--- config.mk ---
export PLATFORM = sky130hd
export DESIGN_NAME = regfile_write_arbiter
export DESIGN_NICKNAME = d
export VERILOG_FILES = /design/src/rtl/regfile_pkg.sv /design/src/rtl/regfile_write_arbiter_rr_pick.sv /design/src/rtl/regfile_write_arbiter.sv
export SDC_FILE = /design/constraint.sdc
export NUM_CORES = 1
export LEC_CHECK = 0
export BUFFER_PORTS_ARGS = -buffer_cell sky130_fd_sc_hd__buf_2
export CAP_MARGIN = 20
export CORE_MARGIN = 2
export CORE_UTILIZATION = 43
export CTS_CLUSTER_SIZE = 10
export DETAILED_ROUTE_END_ITERATION = 12
export PLACE_DENSITY = 0.9
export SYNTH_ARGS = -nofsm -noshare
export SYNTH_HDL_FRONTEND = slang
export SYNTH_SLANG_ARGS = --single-unit
--- constraint.sdc ---
create_clock -name clk -period 2.9 [get_ports clk]
set_clock_uncertainty 0.1 [all_clocks]
set_input_delay 0.145 -clock clk [delete_from_list [all_inputs] [get_ports clk]]
set_output_delay 0.145 -clock clk [all_outputs]
set_load 0.005 [all_outputs]
--- src/rtl/regfile_pkg.sv ---
// rtl/regfile_pkg.sv - shared register-file constants, arbiter state type and clog2 helper
package regfile_pkg;

  localparam int REG_BITS  = 3;
  localparam int WORD_SIZE = 8;

  typedef enum logic {
    ARB_INIT = 1'b0,
    ARB_RUN  = 1'b1
  } arb_state_t;

  // Smallest width able to index n items; callers clamp to at least 1 bit.
  function automatic int clog2(input int n);
    int r;
    r = 0;
    while ((1 << r) < n) r++;
    return r;
  endfunction

endpackage

--- src/rtl/regfile_write_arbiter_rr_pick.sv ---
// rtl/regfile_write_arbiter_rr_pick.sv - combinational round-robin picker (one-hot grant plus winner index)
module rr_pick #(
  parameter int NREQ = 3,
  parameter int PW   = 2
) (
  input  logic [NREQ-1:0] req,
  input  logic [PW-1:0]   ptr,
  output logic [NREQ-1:0] gnt,
  output logic [PW-1:0]   winner,
  output logic            any
);

  int idx;

  // Scan from the farthest position back toward ptr so the requester closest to ptr
  // (wrapping modulo NREQ, not modulo 2^PW) is the last one written and therefore wins.
  always_comb begin
    gnt    = '0;
    winner = '0;
    any    = 1'b0;
    idx    = 0;
    for (int k = NREQ - 1; k >= 0; k--) begin
      idx = int'(ptr) + k;
      if (idx >= NREQ) idx = idx - NREQ;
      if (req[idx]) begin
        winner = PW'(idx);
        any    = 1'b1;
      end
    end
    gnt[winner] = any;
  end

endmodule

--- src/rtl/regfile_write_arbiter.sv ---
// rtl/regfile_write_arbiter.sv - round-robin owner of the register file write port; REGARB_INIT_CLEAR_EN adds a post-reset zero sweep
module regfile_write_arbiter
  import regfile_pkg::*;
#(
  parameter int NREQ     = 3,
  parameter int RegBits  = REG_BITS,
  parameter int WordSize = WORD_SIZE
) (
  input  logic                       clk,
  input  logic                       rst_n,
  input  logic [NREQ-1:0]            req,
  input  logic [NREQ*RegBits-1:0]    req_reg,
  input  logic [NREQ*WordSize-1:0]   req_data,
  output logic [NREQ-1:0]            gnt,
  output logic                       rf_we,
  output logic [RegBits-1:0]         rf_inreg,
  output logic [WordSize-1:0]        rf_indata,
  output logic                       busy
);

  localparam int PW = (clog2(NREQ) < 1) ? 1 : clog2(NREQ);

  logic [PW-1:0]   ptr;
  logic [PW-1:0]   winner;
  logic [PW-1:0]   ptr_next;
  logic [NREQ-1:0] pick_gnt;
  logic            pick_any;
  logic            xfer;

  rr_pick #(
    .NREQ (NREQ),
    .PW   (PW)
  ) u_pick (
    .req    (req),
    .ptr    (ptr),
    .gnt    (pick_gnt),
    .winner (winner),
    .any    (pick_any)
  );

  // Grants are suppressed in reset and during the sweep so requesters simply wait.
  assign gnt      = (rst_n && !busy) ? pick_gnt : '0;
  assign xfer     = rst_n & ~busy & pick_any;
  assign ptr_next = (winner == PW'(NREQ - 1)) ? '0 : winner + 1'b1;

`ifdef REGARB_INIT_CLEAR_EN
  arb_state_t         state;
  logic [RegBits-1:0] cnt;
`else
  assign busy = 1'b0;
`endif

  // Write-port register stage: sweep entries in INIT, otherwise latch the granted request.
  always_ff @(posedge clk or negedge rst_n) begin
    if (!rst_n) begin
      rf_we     <= 1'b1;
      rf_inreg  <= '0;
      rf_indata <= '0;
      ptr       <= '0;
`ifdef REGARB_INIT_CLEAR_EN
      state     <= ARB_INIT;
      cnt       <= '0;
      busy      <= 1'b1;
`endif
    end else begin
`ifdef REGARB_INIT_CLEAR_EN
      if (state == ARB_INIT) begin
        rf_we     <= 1'b0;
        rf_inreg  <= cnt;
        rf_indata <= '0;
        cnt       <= cnt + 1'b1;
        if (&cnt) begin
          state <= ARB_RUN;
          busy  <= 1'b0;
        end
      end else
`endif
      if (xfer) begin
        rf_we     <= 1'b0;
        rf_inreg  <= req_reg[winner*RegBits +: RegBits];
        rf_indata <= req_data[winner*WordSize +: WordSize];
        ptr       <= ptr_next;
      end else begin
        rf_we <= 1'b1;
      end
    end
  end

endmodule

# Yosys cells after proc, flatten, opt, wreduce, memory -nomap -nowiden
# Cells that the tools add are included.
[op_classes] n_bitwise=2 magnitude_cmp=8 n_eq_ne=1 shift=2 n_reduce_logical=1 multipliers=1 mux=23 addsub=6
[ops] cell="less-than comparator 32 x 4 -> 1 bit, second input constant" count=3
[ops] cell="2-to-1 mux 32 bit" count=3
[ops] cell=">= comparator 32 x 3 -> 1 bit, second input constant" count=2
[ops] cell="subtractor 32 x 3 -> 32 bit, second input constant" count=2
[ops] cell="indexed part select 24 x 6 -> 8 bit" count=1
[ops] cell="2-to-1 mux 1 bit" count=11
[ops] cell="indexed part select 9 x 5 -> 3 bit" count=1
[ops] cell="2-to-1 mux 2 bit" count=4
[ops] cell="binary-select mux 1 bit (select 2 bit)" count=3
[ops] cell="multiplier 2 x 2 -> 4 bit, second input constant" count=1
[ops] cell="adder 2 x 1 -> 3 bit, second input constant" count=1
[ops] cell="adder 2 x 2 -> 3 bit, second input constant" count=1
[ops] cell="AND 3 bit" count=1
[ops] cell="less-than comparator 2 x 3 -> 1 bit, second input constant" count=1
[ops] cell="2-to-1 mux 3 bit" count=1
[ops] cell="subtractor 2 x 2 -> 3 bit, second input constant" count=1
[ops] cell="adder 2 x 1 -> 2 bit, second input constant" count=1
[ops] cell="demux 1 bit (select 2 bit)" count=1
[ops] cell="equality test 2 bit, second input constant" count=1
[ops] cell=">= comparator 2 x 1 -> 1 bit, second input constant" count=1
[ops] cell=">= comparator 2 bit, second input constant" count=1
[ops] cell="AND 1 bit" count=1
[ops] cell="logical AND 1 bit" count=1
[totals] ff_bits=14 out_inout_bits=16 inputBits=38

# Longest topological paths before layout
[logic_depth] depth_word=15 ltp_mapped=10

# Hierarchy
# Synthesis repeated with hierarchy kept, for this count alone.
[unflattened] cells_unflattened=112 area_unflattened_um2=991.0
[modules_own_cells] module="regfile_write_arbiter" n_inst=1 cells_per_inst=87 area_each_um2=808.3
[modules_own_cells] module="rr_pick" n_inst=1 cells_per_inst=25 area_each_um2=182.7

# Worst setup path before layout
# No wires, ideal clock.
[synth_timing] kind="register to register" start="register ptr[0]" end="register rf_indata[0]" slack_ns=0.820 n_path_buf=1 arrival_time_ns=1.853 setup_time_ns=0.127 period_less_slack_ns=2.080 t_required_ns=2.673 stages_incl_launch_ff=8 path_cell_list="dfrtp_1 > inv_1 > ha_1 > maj3_2 > o221ai_4 > buf_6 > mux2i_1 > o211ai_2"
[synth_via] elab_chain_len=10 elab_cells_between_ends=28 classes_between="5 x add/sub; 3 x order compare; 1 x shift; 18 x mux; 1 x bitwise"
[synth_lines] element="from (decl)" line="regfile_write_arbiter.sv:23" source="logic [PW-1:0] ptr;"
[synth_lines] element="from (signal assigned)" line="regfile_write_arbiter.sv:82" source="ptr <= ptr_next;"
[synth_lines] element="adder 2 x 2 -> 3 bit" line="regfile_write_arbiter_rr_pick.sv:23" source="idx = int'(ptr) + k;"
[synth_lines] element="subtractor 32 x 3 -> 32 bit or >= comparator 32 x 3 -> 1 bit (tied branches)" line="regfile_write_arbiter_rr_pick.sv:24" source="if (idx >= NREQ) idx = idx - NREQ;"
[synth_lines] element="2-to-1 mux 32 bit" line="regfile_write_arbiter_rr_pick.sv:24"
[synth_lines] element="binary-select mux 1 bit (select 2 bit)" line="regfile_write_arbiter_rr_pick.sv:25" source="if (req[idx]) begin"
[synth_lines] element="2-to-1 mux 1 bit (not written as such) (2 in series)" line="regfile_write_arbiter_rr_pick.sv:25"
[synth_lines] element="2-to-1 mux 2 bit or 2-to-1 mux 1 bit (tied branches) (3 in series)" line="regfile_write_arbiter_rr_pick.sv:25"
[synth_lines] element="indexed part select 24 x 6 -> 8 bit or AND 1 bit (tied branches)" line="regfile_write_arbiter.sv:81, regfile_write_arbiter.sv:43"
[synth_lines] element="to (signal assigned)" line="regfile_write_arbiter.sv:81" source="rf_indata <= req_data[winner*WordSize +: WordSize];"
[synth_lines] element="to (decl)" line="regfile_write_arbiter.sv:17" source="output logic [WordSize-1:0] rf_indata,"
# Parallel ways exist; a longest one is shown, timed or not. The select of a mux whose other input is x is not followed.
# A chain may end at the register's enable or synchronous reset.

# Final worst setup path
[layout_timing] start="register ptr[0]" end="output port gnt[1]"
[layout_via] elab_chain_len=15 elab_cells_between_ends=33 classes_between="5 x add/sub; 5 x order compare; 21 x mux; 1 x bitwise; 1 x reduce/logical"
[layout_lines] element="adder 2 x 2 -> 3 bit" line="regfile_write_arbiter_rr_pick.sv:23"
[layout_lines] element="subtractor 32 x 3 -> 32 bit or >= comparator 32 x 3 -> 1 bit (tied branches)" line="regfile_write_arbiter_rr_pick.sv:24"
[layout_lines] element="2-to-1 mux 32 bit" line="regfile_write_arbiter_rr_pick.sv:24"
[layout_lines] element="binary-select mux 1 bit (select 2 bit)" line="regfile_write_arbiter_rr_pick.sv:25"
[layout_lines] element="2-to-1 mux 1 bit (not written as such) (2 in series)" line="regfile_write_arbiter_rr_pick.sv:25"
[layout_lines] element="2-to-1 mux 2 bit (3 in series)" line="regfile_write_arbiter_rr_pick.sv:25"
[layout_lines] element="less-than comparator 2 x 3 -> 1 bit (not written as such) or >= comparator 2 x 1 -> 1 bit (tied branches)" line="regfile_write_arbiter_rr_pick.sv:30" source="gnt[winner] = any;"
[layout_lines] element="logical AND 1 bit (not written as such)" line="regfile_write_arbiter_rr_pick.sv:30"
[layout_lines] element="2-to-1 mux 1 bit (not written as such)" line="regfile_write_arbiter_rr_pick.sv:30"
[layout_lines] element="demux 1 bit (select 2 bit)"
[layout_lines] element="AND 3 bit (no source line) (*)"
[layout_lines] element="2-to-1 mux 3 bit (*)" line="regfile_write_arbiter.sv:42" source="assign gnt = (rst_n && !busy) ? pick_gnt : '0;"
[layout_lines] element="to (decl)" line="regfile_write_arbiter.sv:14" source="output logic [NREQ-1:0] gnt,"
# Every way passes the cells marked *; elsewhere a longest branch is shown, timed or not. The select of a mux whose other input is x is not followed.

==> qor.txt <==
YOSYS
-----------------------------------------------------------------------------------------------------------------
Simple-Gate Fraction of Synth Area .................................................................        0.155
Share of synthesized registers carrying an async set or reset ......................................         1.00
Fraction of the mapped netlist area in compound gates ..............................................        0.232
Synth area leaders ................................................................................. sky130_fd_sc_hd__dfrtp_1 34%, sky130_fd_sc_hd__mux2i_1 11%, sky130_fd_sc_hd__o211ai_2 7.8%
Mux share of post-synthesis cell area ..............................................................        0.114
Number of synthesized flops with an enable pin .....................................................            0
Largest family of logic cells by synthesized area .................................................. compound AO/OA/AOI/OAI gates
Post-synth top area share ..........................................................................        0.338
Flip-flop cell with the highest count after synthesis .............................................. sky130_fd_sc_hd__dfrtp_1
Syn Nets ...........................................................................................          134
Arithmetic-cell share of the synthesized area counting full adders, half adders and majority gates .       0.0494
Synth Warn # .......................................................................................            0
Part of the Yosys area used for sequential elements ................................................        0.365
Number of distinct standard cells referenced by the synthesized netlist ............................           28
Mean instance size in the synthesized netlist ......................................................     10.2 µm²
Flop and latch count out of synthesis ..............................................................           14
Dominant cell type by area after synthesis ......................................................... sky130_fd_sc_hd__dfrtp_1
Cell Area, Synth ...................................................................................      963 µm²
Parity-gate share of the synthesized area counting xor and xnor cells ..............................            0
Number of standard cells after synthesis ...........................................................           94

PLACED DESIGN
-----------------------------------------------------------------------------------------------------------------
Number of buffer cells added on primary ports ......................................................           52
Global placer's final weighted congestion ..........................................................        0.723
Detailed placer's ending HPWL ......................................................................      1.82 mm
Placement-stage worst setup slack ..................................................................     0.539 ns

CLOCKING
-----------------------------------------------------------------------------------------------------------------
Clock transition at the registers of the reported paths ............................................      0.09 ns
CTS tree ...........................................................................................         done
Post-cts resize count ..............................................................................            0
Clk Latency, worst-skew pair .......................................................................      0.28 ns
Number of buffers added by the clock tree synthesis step ...........................................            3
Clock tree buffer depth ............................................................................            2
Clock sink count ...................................................................................           14
Root buffer selected by CTS ........................................................................ sky130_fd_sc_hd__clkbuf_4
Maximum level of the CTS H-tree ....................................................................            1

FLOORPLANNING
-----------------------------------------------------------------------------------------------------------------
Starting Density ...................................................................................        0.444
Boundary Pins ......................................................................................           54
Die Y ..............................................................................................      51.3 µm
Die span in x ......................................................................................      51.3 µm
Area inside the core boundary ......................................................................  0.00217 mm²
Std-Cell Rows ......................................................................................           17
Die area ...........................................................................................  0.00264 mm²

STA
-----------------------------------------------------------------------------------------------------------------
Fin. max-slew vios .................................................................................            0
Setup TNS Final ....................................................................................         0 ns
Slack of the critical path .........................................................................     0.226 ns
RSZ-0062 raised after global routing ...............................................................           no
Setup Viol. Count Final ............................................................................            0
Relative slew margins ..............................................................................        0.581
Slew @ Worst Pin ...................................................................................     0.629 ns
Number of hold violations in the final report ......................................................            0
Min Tclk post-route ................................................................................      2.67 ns
Post-route clock period utilization ................................................................        0.922
Timing-limited maximum frequency ...................................................................    0.374 GHz

FINISH
-----------------------------------------------------------------------------------------------------------------
Highest-count cells in the layout ignoring fill and taps ........................................... 52 x sky130_fd_sc_hd__buf_2, 13 x sky130_fd_sc_hd__dfrtp_1, 12 x sky130_fd_sc_hd__nand2_1, 12 x sky130_fd_sc_hd__nand3_1, 11 x sky130_fd_sc_hd__mux2i_1
Fraction of layout cells with a size suffix above 1 ................................................        0.514
Most frequent standard cell in the layout excluding fill and tap cells ............................. sky130_fd_sc_hd__buf_2
P&R area growth vs syn .............................................................................        31.7%
Final Net Count ....................................................................................          187
Number of diodes ...................................................................................            0
Final core utilization .............................................................................        0.585

SETUP PATH
-----------------------------------------------------------------------------------------------------------------
Capturing element type of the critical path ........................................................  output port
Worst path arrival time ............................................................................      2.43 ns
Stage delay of the slowest cell on the critical path ...............................................      0.43 ns
Critical path fanouts, max .........................................................................           15
Startpoint kind of the worst setup timing path .....................................................         flop
Critical path type ................................................................................. flop to output port
Master of the slowest instance on the critical path ................................................ sky130_fd_sc_hd__ha_1
Cells along the critical path ...................................................................... inv_1, ha_1, o41ai_1, a211o_1, a21oi_4, nand2b_4, nor2_1, buf_2
Required time of the critical path .................................................................      2.65 ns

ROUTE
-----------------------------------------------------------------------------------------------------------------
Antenna violation net count after detailed routing .................................................            0
WL final ...........................................................................................      2.43 mm
Total iterations of the first detailed-routing run .................................................            4
DR vias/cell .......................................................................................         5.42
Wire length per cell ...............................................................................      14.0 µm
Detailed-route via count ...........................................................................          943
Number of DRC markers after the initial detailed-route iteration ...................................           20
Post-detailed-route DRC marker count ...............................................................            0

POWER
-----------------------------------------------------------------------------------------------------------------
Leakage power figure ...............................................................................     0.682 nW
Cell area power density ............................................................................   888 mW/mm²
Max rail drop VDD ..................................................................................     0.508 mV

GLOBAL ROUTE
-----------------------------------------------------------------------------------------------------------------
GRT overflow .......................................................................................            0
Maximum number of pins on one net before global-route repair .......................................           16
Global-route wire length before repair .............................................................      3.80 mm
Number of global-route vias before repair ..........................................................          886
GR Util All Layers .................................................................................        0.195
Initial antenna violation count ....................................................................            0

HOLD PATH
-----------------------------------------------------------------------------------------------------------------
Hold Path Class .................................................................................... primary input to flop

OUTCOME
-----------------------------------------------------------------------------------------------------------------
Result of the run .................................................................................. finished clean

JOB
-----------------------------------------------------------------------------------------------------------------
Number of violations of the max-capacitance limit ..................................................            0

## cell type report
class	count	area, µm²
Sequential cell	14	352
Tap cell	28	35.0
Fill cell	195	901
Clock buffer	4	36.3
Multi-Input combinational cell	66	534
Inverter	7	26.3
Timing Repair Buffer	55	285
## through the flow
| stage | total power [mW] | cell area [µm²] | cells | hold slack [ns] |
|---|---|---|---|---|
| final | 1.13 | 1270 | 174 | 0.0127 |
| after global routing | 1.22 | 1270 | 174 | 0.00389 |
| after CTS | 1.13 | 1270 | 174 | 0.0101 |
| after detailed placement | 0.988 | 1220 | 169 | -0.0346 |
| after global placement | 0.955 | 1220 | 169 | -0.0429 |
| after floorplan | 0.814 | 963 | 94 | -0.251 |
## cells in the mapped netlist, drive strengths merged (3+ instances only)
cell type	count
buf	6
nand2	12
nor2	3
mux2i	11
o211ai	11
a21oi	3
nand3	12
inv	7
dfrtp	13
## power by group
| group | switching, mW | internal (mW) | total [mW] |
|---|---|---|---|
| clock | 0.0663 | 0.0764 | 0.143 |
| combinational | 0.357 | 0.291 | 0.648 |
| sequential | 0.0449 | 0.291 | 0.336 |
## worst paths after layout
kind / slack, ns / from / to / depth (start not counted)
worst max register to register: 0.51 / ptr[0]$_DFFE_PN0P_ / rf_indata[3]$_DFFE_PN0P_ / 9
worst max-delay path: 0.23 / ptr[0]$_DFFE_PN0P_ / gnt[1] / 8
min in group asynchronous: 0.18 / rst_n / rf_indata[6]$_DFFE_PN0P_ / 2
max in group asynchronous: 2.22 / rst_n / rf_we$_DFF_PN1_ / 2
worst min register to register: 0.40 / rf_inreg[1]$_DFFE_PN0P_ / rf_inreg[1]$_DFFE_PN0P_ / 2
worst min-delay path: 0.01 / req_data[21] / rf_indata[5]$_DFFE_PN0P_ / 3
## cells by family (layout without fill, tap and decap cells)
group | after synthesis | in the layout
buf+inv | 14 | 66
simple gates | 30 | 30
mux | 11 | 11
flops | 14 | 14
fa+ha+maj | 4 | 4
other cells | 1 | 1
compound gates | 20 | 20
## per-layer routing
| layer | up-vias | share of wire | global-route usage |
|---|---|---|---|
| li1 | 443 | - | - |
| met1 | 446 | 0.37 | 0.224 |
| met4 | 0 | 0.016 | 0.0965 |
| met3 | 5 | 0.055 | 0.0263 |
| met5 | - | 0 | 0 |
| met2 | 49 | 0.56 | 0.351 |
## worst max-delay path: cells and delay by family (launching register included)
family / cells / cell delay (ns)
compound gates: 3 / 0.79
fa+ha+maj: 1 / 0.43
buf+inv: 2 / 0.20
flops: 1 / 0.37
simple gates: 2 / 0.36
## what timing repair did
item                                   CTS  global route
hold buffers                             1             0
setup buffers                            0             0
endpoints found under the hold margin   14             0
## state kept, by name, summed over array words and instances (netlist names)
register / count
ptr: 2
rf_indata: 8
rf_inreg: 3
rf_we: 1
Power figures use the tool's default switching activity.
